<file path="src/rtl/vga_sig_gen_if.sv">
// VGA generator <-> frame-buffer/display bundle.
// Latency: n/a (wiring only).
// Backpressure: none; the scan is free-running and the buffer must answer in 1 clock.
//
// Signals:
//   config_colours  [15:8] foreground (buffer bit 1), [7:0] background (buffer bit 0)
//   vga_data        frame-buffer read data, valid 1 clock after vga_addr changes
//   vga_addr        frame-buffer read address {v[8:2], h[9:2]}
//   vga_hs/vga_vs   active-low syncs
//   vga_colour      RGB332 pixel
//   frame_start     one-clock pulse when the scan restarts at (0,0)
interface vga_sig_gen_if;
    logic [15:0] config_colours;
    logic        vga_data;
    logic [14:0] vga_addr;
    logic        vga_hs;
    logic        vga_vs;
    logic [7:0]  vga_colour;
    logic        frame_start;

    // Generator side.
    modport master (
        input  config_colours,
        input  vga_data,
        output vga_addr,
        output vga_hs,
        output vga_vs,
        output vga_colour,
        output frame_start
    );

    // Buffer / display side.
    modport slave (
        output config_colours,
        output vga_data,
        input  vga_addr,
        input  vga_hs,
        input  vga_vs,
        input  vga_colour,
        input  frame_start
    );
endinterface

</file>
<file path="src/rtl/vga_sig_gen.sv">
// 640x480@60Hz VGA timing generator scanning a 256x128 1-bit frame buffer (4x4 screen px per buffer px).
// Latency: syncs/colour lag the counters by one pixel (4 clocks); buffer read latency 1 clock.
// Backpressure: none; free-running scan at clk/4.
//
// Ports:
//   clk   system clock, shared with the frame-buffer read port
//   rst   asynchronous active-high reset
//   vga   vga_sig_gen_if.master: config_colours, vga_data in; vga_addr, syncs, colour, frame_start out
module vga_sig_gen #(
    parameter int unsigned H_VIS  = 640,
    parameter int unsigned H_FP   = 16,
    parameter int unsigned H_SYNC = 96,
    parameter int unsigned H_BP   = 48,
    parameter int unsigned V_VIS  = 480,
    parameter int unsigned V_FP   = 10,
    parameter int unsigned V_SYNC = 2,
    parameter int unsigned V_BP   = 33
) (
    input  logic          clk,
    input  logic          rst,
    vga_sig_gen_if.master vga
);

    localparam int unsigned H_TOTAL  = H_VIS + H_FP + H_SYNC + H_BP;
    localparam int unsigned V_TOTAL  = V_VIS + V_FP + V_SYNC + V_BP;
    localparam int unsigned HS_START = H_VIS + H_FP;
    localparam int unsigned HS_END   = HS_START + H_SYNC;   // exclusive
    localparam int unsigned VS_START = V_VIS + V_FP;
    localparam int unsigned VS_END   = VS_START + V_SYNC;   // exclusive

    logic [1:0] div_cnt;
    logic       tick;
    logic [9:0] h_cnt;
    logic [9:0] v_cnt;
    logic [9:0] h_nxt;
    logic [9:0] v_nxt;
    logic       h_wrap;
    logic       v_wrap;
    logic       in_hsync;
    logic       in_vsync;
    logic       visible;
    logic [7:0] colour_nxt;

    logic       hs_q;
    logic       vs_q;
    logic [7:0] colour_q;
    logic       frame_start_q;

    // Pixel enable: one clock in four, first one on the 4th clock after reset release.
    always_comb begin
        tick = (div_cnt == 2'd3);
    end

    always_comb begin
        h_wrap = (h_cnt == 10'(H_TOTAL - 1));
        v_wrap = (v_cnt == 10'(V_TOTAL - 1));
        h_nxt  = h_wrap ? 10'd0 : h_cnt + 10'd1;
        v_nxt  = v_cnt;
        if (h_wrap) begin
            v_nxt = v_wrap ? 10'd0 : v_cnt + 10'd1;
        end
    end

    // Output decode works on the counters as they stand before the advance, so syncs
    // and colour all carry the same one-pixel lag. vga_data for the current address has
    // had at least 3 clocks to arrive by the time tick samples it.
    always_comb begin
        in_hsync   = (h_cnt >= 10'(HS_START)) && (h_cnt < 10'(HS_END));
        in_vsync   = (v_cnt >= 10'(VS_START)) && (v_cnt < 10'(VS_END));
        visible    = (h_cnt < 10'(H_VIS)) && (v_cnt < 10'(V_VIS));
        colour_nxt = 8'd0;
        if (visible) begin
            colour_nxt = vga.vga_data ? vga.config_colours[15:8] : vga.config_colours[7:0];
        end
    end

    always_ff @(posedge clk or posedge rst) begin
        if (rst) begin
            div_cnt <= 2'd0;
            h_cnt   <= 10'd0;
            v_cnt   <= 10'd0;
        end else begin
            div_cnt <= div_cnt + 2'd1;
            if (tick) begin
                h_cnt <= h_nxt;
                v_cnt <= v_nxt;
            end
        end
    end

    always_ff @(posedge clk or posedge rst) begin
        if (rst) begin
            hs_q          <= 1'b1;
            vs_q          <= 1'b1;
            colour_q      <= 8'd0;
            frame_start_q <= 1'b0;
        end else begin
            // Pulse follows the tick that takes the counters to (0,0).
            frame_start_q <= tick && h_wrap && v_wrap;
            if (tick) begin
                hs_q     <= ~in_hsync;
                vs_q     <= ~in_vsync;
                colour_q <= colour_nxt;
            end
        end
    end

    // Rows and columns beyond the 160x120 visible window map to unused buffer
    // locations; blanking masks whatever comes back.
    assign vga.vga_addr    = {v_cnt[8:2], h_cnt[9:2]};
    assign vga.vga_hs      = hs_q;
    assign vga.vga_vs      = vs_q;
    assign vga.vga_colour  = colour_q;
    assign vga.frame_start = frame_start_q;

endmodule
</file>
<file path="src/flat_wrapper.sv">
// flat-port wrapper written by rule: the top's interface ports become plain ports
module vga_sig_gen_flat 
#(
    parameter int unsigned H_VIS  = 640,
    parameter int unsigned H_FP   = 16,
    parameter int unsigned H_SYNC = 96,
    parameter int unsigned H_BP   = 48,
    parameter int unsigned V_VIS  = 480,
    parameter int unsigned V_FP   = 10,
    parameter int unsigned V_SYNC = 2,
    parameter int unsigned V_BP   = 33
)
  (clk, rst, vga_config_colours, vga_vga_data, vga_vga_addr, vga_vga_hs, vga_vga_vs, vga_vga_colour, vga_frame_start);
  vga_sig_gen_if vga_i ();
  input  logic clk;
  input  logic rst;
  input wire logic [$bits(vga_i.config_colours)-1:0] vga_config_colours;
  input wire logic [$bits(vga_i.vga_data)-1:0] vga_vga_data;
  output wire logic [$bits(vga_i.vga_addr)-1:0] vga_vga_addr;
  output wire logic [$bits(vga_i.vga_hs)-1:0] vga_vga_hs;
  output wire logic [$bits(vga_i.vga_vs)-1:0] vga_vga_vs;
  output wire logic [$bits(vga_i.vga_colour)-1:0] vga_vga_colour;
  output wire logic [$bits(vga_i.frame_start)-1:0] vga_frame_start;
  assign vga_i.config_colours = vga_config_colours;
  assign vga_i.vga_data = vga_vga_data;
  assign vga_vga_addr = vga_i.vga_addr;
  assign vga_vga_hs = vga_i.vga_hs;
  assign vga_vga_vs = vga_i.vga_vs;
  assign vga_vga_colour = vga_i.vga_colour;
  assign vga_frame_start = vga_i.frame_start;
  vga_sig_gen #(.H_VIS(H_VIS), .H_FP(H_FP), .H_SYNC(H_SYNC), .H_BP(H_BP), .V_VIS(V_VIS), .V_FP(V_FP), .V_SYNC(V_SYNC), .V_BP(V_BP)) u_core (.clk(clk), .rst(rst), .vga(vga_i));
endmodule
</file>
<file path="config.mk">
export PLATFORM = sky130hd
export DESIGN_NAME = vga_sig_gen_flat
export DESIGN_NICKNAME = d
export VERILOG_FILES = /design/src/rtl/vga_sig_gen_if.sv /design/src/rtl/vga_sig_gen.sv /design/src/flat_wrapper.sv
export SDC_FILE = /design/constraint.sdc
export NUM_CORES = 1
export LEC_CHECK = 0
export BUFFER_PORTS_ARGS = -buffer_cell sky130_fd_sc_hd__buf_2
export CAP_MARGIN = 20
export CORE_MARGIN = 2
export CORE_UTILIZATION = 45
export DETAILED_ROUTE_END_ITERATION = 10
export PLACE_DENSITY_LB_ADDON = 0.1
export SYNTH_ARGS = -nofsm -noshare
export SYNTH_HDL_FRONTEND = slang
export SYNTH_SLANG_ARGS = --single-unit
export TNS_END_PERCENT = 10
</file>
<file path="constraint.sdc">
create_clock -name clk -period 2.8 [get_ports clk]
set_input_delay 0.14 -clock clk [delete_from_list [all_inputs] [get_ports clk]]
set_output_delay 0.14 -clock clk [all_outputs]
set_load 0.01 [all_outputs]
</file>
==> metrics.log <==
INFO  metric run_status = finished clean
INFO  metric dieArea = between 4000 and 5000 µm²
INFO  metric synth-warning-count = 0
INFO  metric cp-start-kind = register
INFO  metric synthTopCellsByCount = 31 x sky130_fd_sc_hd__dfrtp_1, 17 x sky130_fd_sc_hd__buf_4, 16 x sky130_fd_sc_hd__inv_1
INFO  metric worst-path-buf-inv = 1
INFO  metric groute.usage.overall = ~18%
INFO  metric peak_clock_frequency_supported_by_timing = around 540 MHz
INFO  metric total_leakage_power = slightly above 1 nW
INFO  metric finalSetupTns = 0 ns
INFO  metric core_footprint = 3744 µm²
INFO  metric netSwitchingFraction = 22.61%
INFO  metric setup_viol = 0
INFO  metric drtAntennaViolNets = 0
INFO  metric total_power = around 0.9 mW
INFO  metric start_util = between 40% and 50%
INFO  metric report.final.slew_viol_count = 0
INFO  metric grt_antenna_before_repair = 0
INFO  metric power_frac_comb = 6.4%
INFO  metric layout.cells.non_filler = between 200 and 300
INFO  metric post-route-worst-setup-slack = ~0.94 ns
INFO  metric slowest_stage = sky130_fd_sc_hd__nor4_4
INFO  metric grt_setup_unrepaired = false
INFO  metric ctsResizeCount = 0
INFO  metric ff_latch_area = 828.3 µm²
INFO  metric place_worst_setup_slack = between 0.9 and 1 ns
INFO  metric dieWidth = about 67 µm
INFO  metric power_per_cell_area = roughly 440 nW/µm²
INFO  metric cts-root-to-sink-buffers = 2
INFO  metric cts_max_level = 2
INFO  metric grt_pass1_vias = around 1.3k
INFO  metric tightestPinTransition = 0.4990 ns
INFO  metric tritoncts.num_buffers = 5
INFO  metric ioPinCount = 45
INFO  metric path_max_fanout = 15
INFO  metric timing.final.crit_period = between 1.5 and 2 ns
INFO  metric ys_seq_elements = 33
INFO  metric seqPwrFrac = approximately 55%
INFO  metric synth.net_count = between 150 and 200
INFO  metric slew-limit-headroom = 66.48%
INFO  metric worst-endpoint-required = a little under 3 ns
INFO  metric antenna_cells_inserted = 0
INFO  metric total_number_of_vias = around 1.4k
INFO  metric dp_cells = roughly 250
INFO  metric clockPowerShare = a little under two fifths
INFO  metric drive_above_1_share = 30.77%
INFO  metric cts.root.buffer_cell = sky130_fd_sc_hd__clkbuf_8
INFO  metric max-cap-violations = 0
INFO  metric synth_top_cells_by_area = sky130_fd_sc_hd__dfrtp_1 44%, sky130_fd_sc_hd__buf_4 7.2%, sky130_fd_sc_hd__mux2i_1 4.5%
INFO  metric finalHoldWorstSlack = between 0.1 and 0.15 ns
INFO  metric post_synth_num_cell_types = 36
INFO  metric max-vdd-ir-drop = ~0.27 mV
INFO  metric netlist_area = around 1800 µm²
INFO  metric grt_pass1_wl = approximately 6000 µm
INFO  metric dpl_cell_area = around 1900 µm²
INFO  metric total_congestion_overflow_after_global_routing = 0
INFO  metric gp_routability_congestion = just over 0.8
INFO  metric synth_seq_area_share = about 47%
INFO  metric area_of_the_multi_input_gates = 750.7 µm²
INFO  metric final_util = between 50% and 60%
INFO  metric synth_top_area_share = 43.60%
INFO  metric hold_class = in -> reg
INFO  metric final_nets = 231
INFO  metric cp_data_arrival_time = roughly 2 ns
INFO  metric critical_path.max_stage_delay = 0.42 ns
INFO  metric die_height = approximately 67 µm
INFO  metric crit_path_end_kind = register
INFO  metric finalInstanceArea = 2027 µm²
INFO  metric finalCritPeriodShare = approximately 66%
INFO  metric synthFlopType = sky130_fd_sc_hd__dfrtp_1
INFO  metric insertion_delay = around 0.28 ns
INFO  metric cts_setup_buffers = 0
INFO  metric synthDominantAreaCellType = sky130_fd_sc_hd__dfrtp_1
INFO  metric io_buffers = 44
INFO  metric power_report.internal_total = 0.6850 mW
INFO  metric worst-setup-path-type = reg -> reg
INFO  metric tritoncts_num_sinks = 33
INFO  metric vias_cell = between 5 and 6
INFO  metric number_of_enable_flip_flop_cells_after_synthesis = 0
INFO  metric cts_tree = yes
INFO  metric number_of_inserted_filler_cells_in_the_final_layout = 357
INFO  metric detailedRoute.firstIterationViolations = 97
INFO  metric detailedPlacementHpwl = around 2700 µm
INFO  metric clk_transition_reported_paths = 0.07 ns
INFO  metric remaining_drc_errors = 0
INFO  metric area_delta_synth_final = 13.92%
INFO  metric route.detailed.wl_per_inst = roughly 14 µm
INFO  metric worst_clock_skew = 0.003551 ns
INFO  metric hold_viol = 0
INFO  metric netSwitchingPower = 0.2002 mW
INFO  metric syn_avg_cell_area = approximately 10 µm²
INFO  metric critical_path.cell_chain = ha_1 -> buf_4 -> nand4_4 -> nor4_4 -> and3_2 -> nor4_2
INFO  metric most_frequent_cell_after_synthesis = sky130_fd_sc_hd__dfrtp_1
INFO  metric synthArstFlopShare = 100.0%
INFO  metric critPathTopFamily = simple AND/OR/NAND/NOR gates
INFO  metric synthCells = 173
INFO  metric grt_max_degree = 34
INFO  metric routed_wirelength = 3654 µm
INFO  metric fp-row-count = 22
INFO  metric dr.pass1.iters = 4
==> layer usage <==
layer | part of all wire [%] | global-route usage, % | vias up
met3 | 6.9 | 5.405 | 7
met5 | 0 | 0 | -
met2 | 47 | 29.00 | 49
li1 | - | - | 660
met1 | 45 | 23.37 | 644
met4 | 1.5 | 7.143 | 0
==> state kept, by name (all words and copies together) (netlist names) <==
signal                  count
u_core.div_cnt              2
u_core.h_cnt               10
u_core.v_cnt               10
u_core.vga.frame_start      1
u_core.vga.vga_colour       8
u_core.vga.vga_hs           1
u_core.vga.vga_vs           1
==> cells by family (layout without fill, tap and decap cells) <==
group                      after synthesis  count (layout)  synth area share [%]
muxes                                    9               9                 5.134
adders and majority gates                5               5                 3.516
xor gates and xnor gates                13              13                 6.399
AOI/OAI and AO/OA                       18              18                 5.696
and+or+nand+nor                         59              59                 21.45
DFF                                     33              33                 46.55
buffers and inverters                   36              71                 11.25
==> layout by cell type (no fill, tap or decap), drive strengths merged, types with 2 or more instances in the layout <==
master  instances
inv            16
and4            3
o21ai           6
xor2            4
nand3          13
mux2i           8
dfrtp          31
nor2           14
xnor2           9
ha              5
clkbuf          6
buf            46
nand4b          2
a21oi           3
clkinv          2
nor4            6
o22ai           9
nand4           5
dfstp           2
nor3            5
and3            2
nand2           4
==> power by group through the flow <==
stage,combinational (mW),clock [mW],sequential (mW)
4_1_cts,0.0588,0.351,0.490
5_1_grt,0.0639,0.371,0.490
6_report,0.0569,0.339,0.489
3_5_place_dp,0.0577,0,0.498
2_1_floorplan,0.0252,0,0.503
3_3_place_gp,0.0560,0,0.498
==> tightest hold or removal path: stages <==
cell and delay (ns):
sky130_fd_sc_hd__buf_2 0.08, sky130_fd_sc_hd__mux2i_1 0.05, sky130_fd_sc_hd__o22ai_1 0.09
==> timing repair <==
item / in CTS / in global routing
endpoints found under the setup margin: 0 / 0
hold endpoints to repair: 31 / 0
hold buffers: 1 / 0
==> worst paths after layout <==
path,from,endpoint,slack (ns),depth (start not counted)
min in group asynchronous,rst,u_core.v_cnt[7],0.49,4
setup / recovery,u_core.div_cnt[0],u_core.v_cnt[9],0.94,6
hold reg to reg,u_core.div_cnt[0],u_core.div_cnt[0],0.43,1
hold / removal,vga_config_colours[1],u_core.vga.vga_colour[1],0.13,3
setup reg to reg,u_core.div_cnt[0],u_core.v_cnt[9],0.94,6
max in group asynchronous,rst,u_core.vga.vga_hs,1.97,4
==> layout make-up <==
| class | instances | area share [%] |
|---|---|---|
| tap | 48 | 2.963 |
| clock inverter | 2 | 0.4938 |
| timing repair buffer | 47 | 12.10 |
| inverter | 16 | 2.963 |
| multi-input combinational | 104 | 37.04 |
| clock buffer | 6 | 3.580 |
| sequential | 33 | 40.86 |
(Power assumes the default switching activity.)
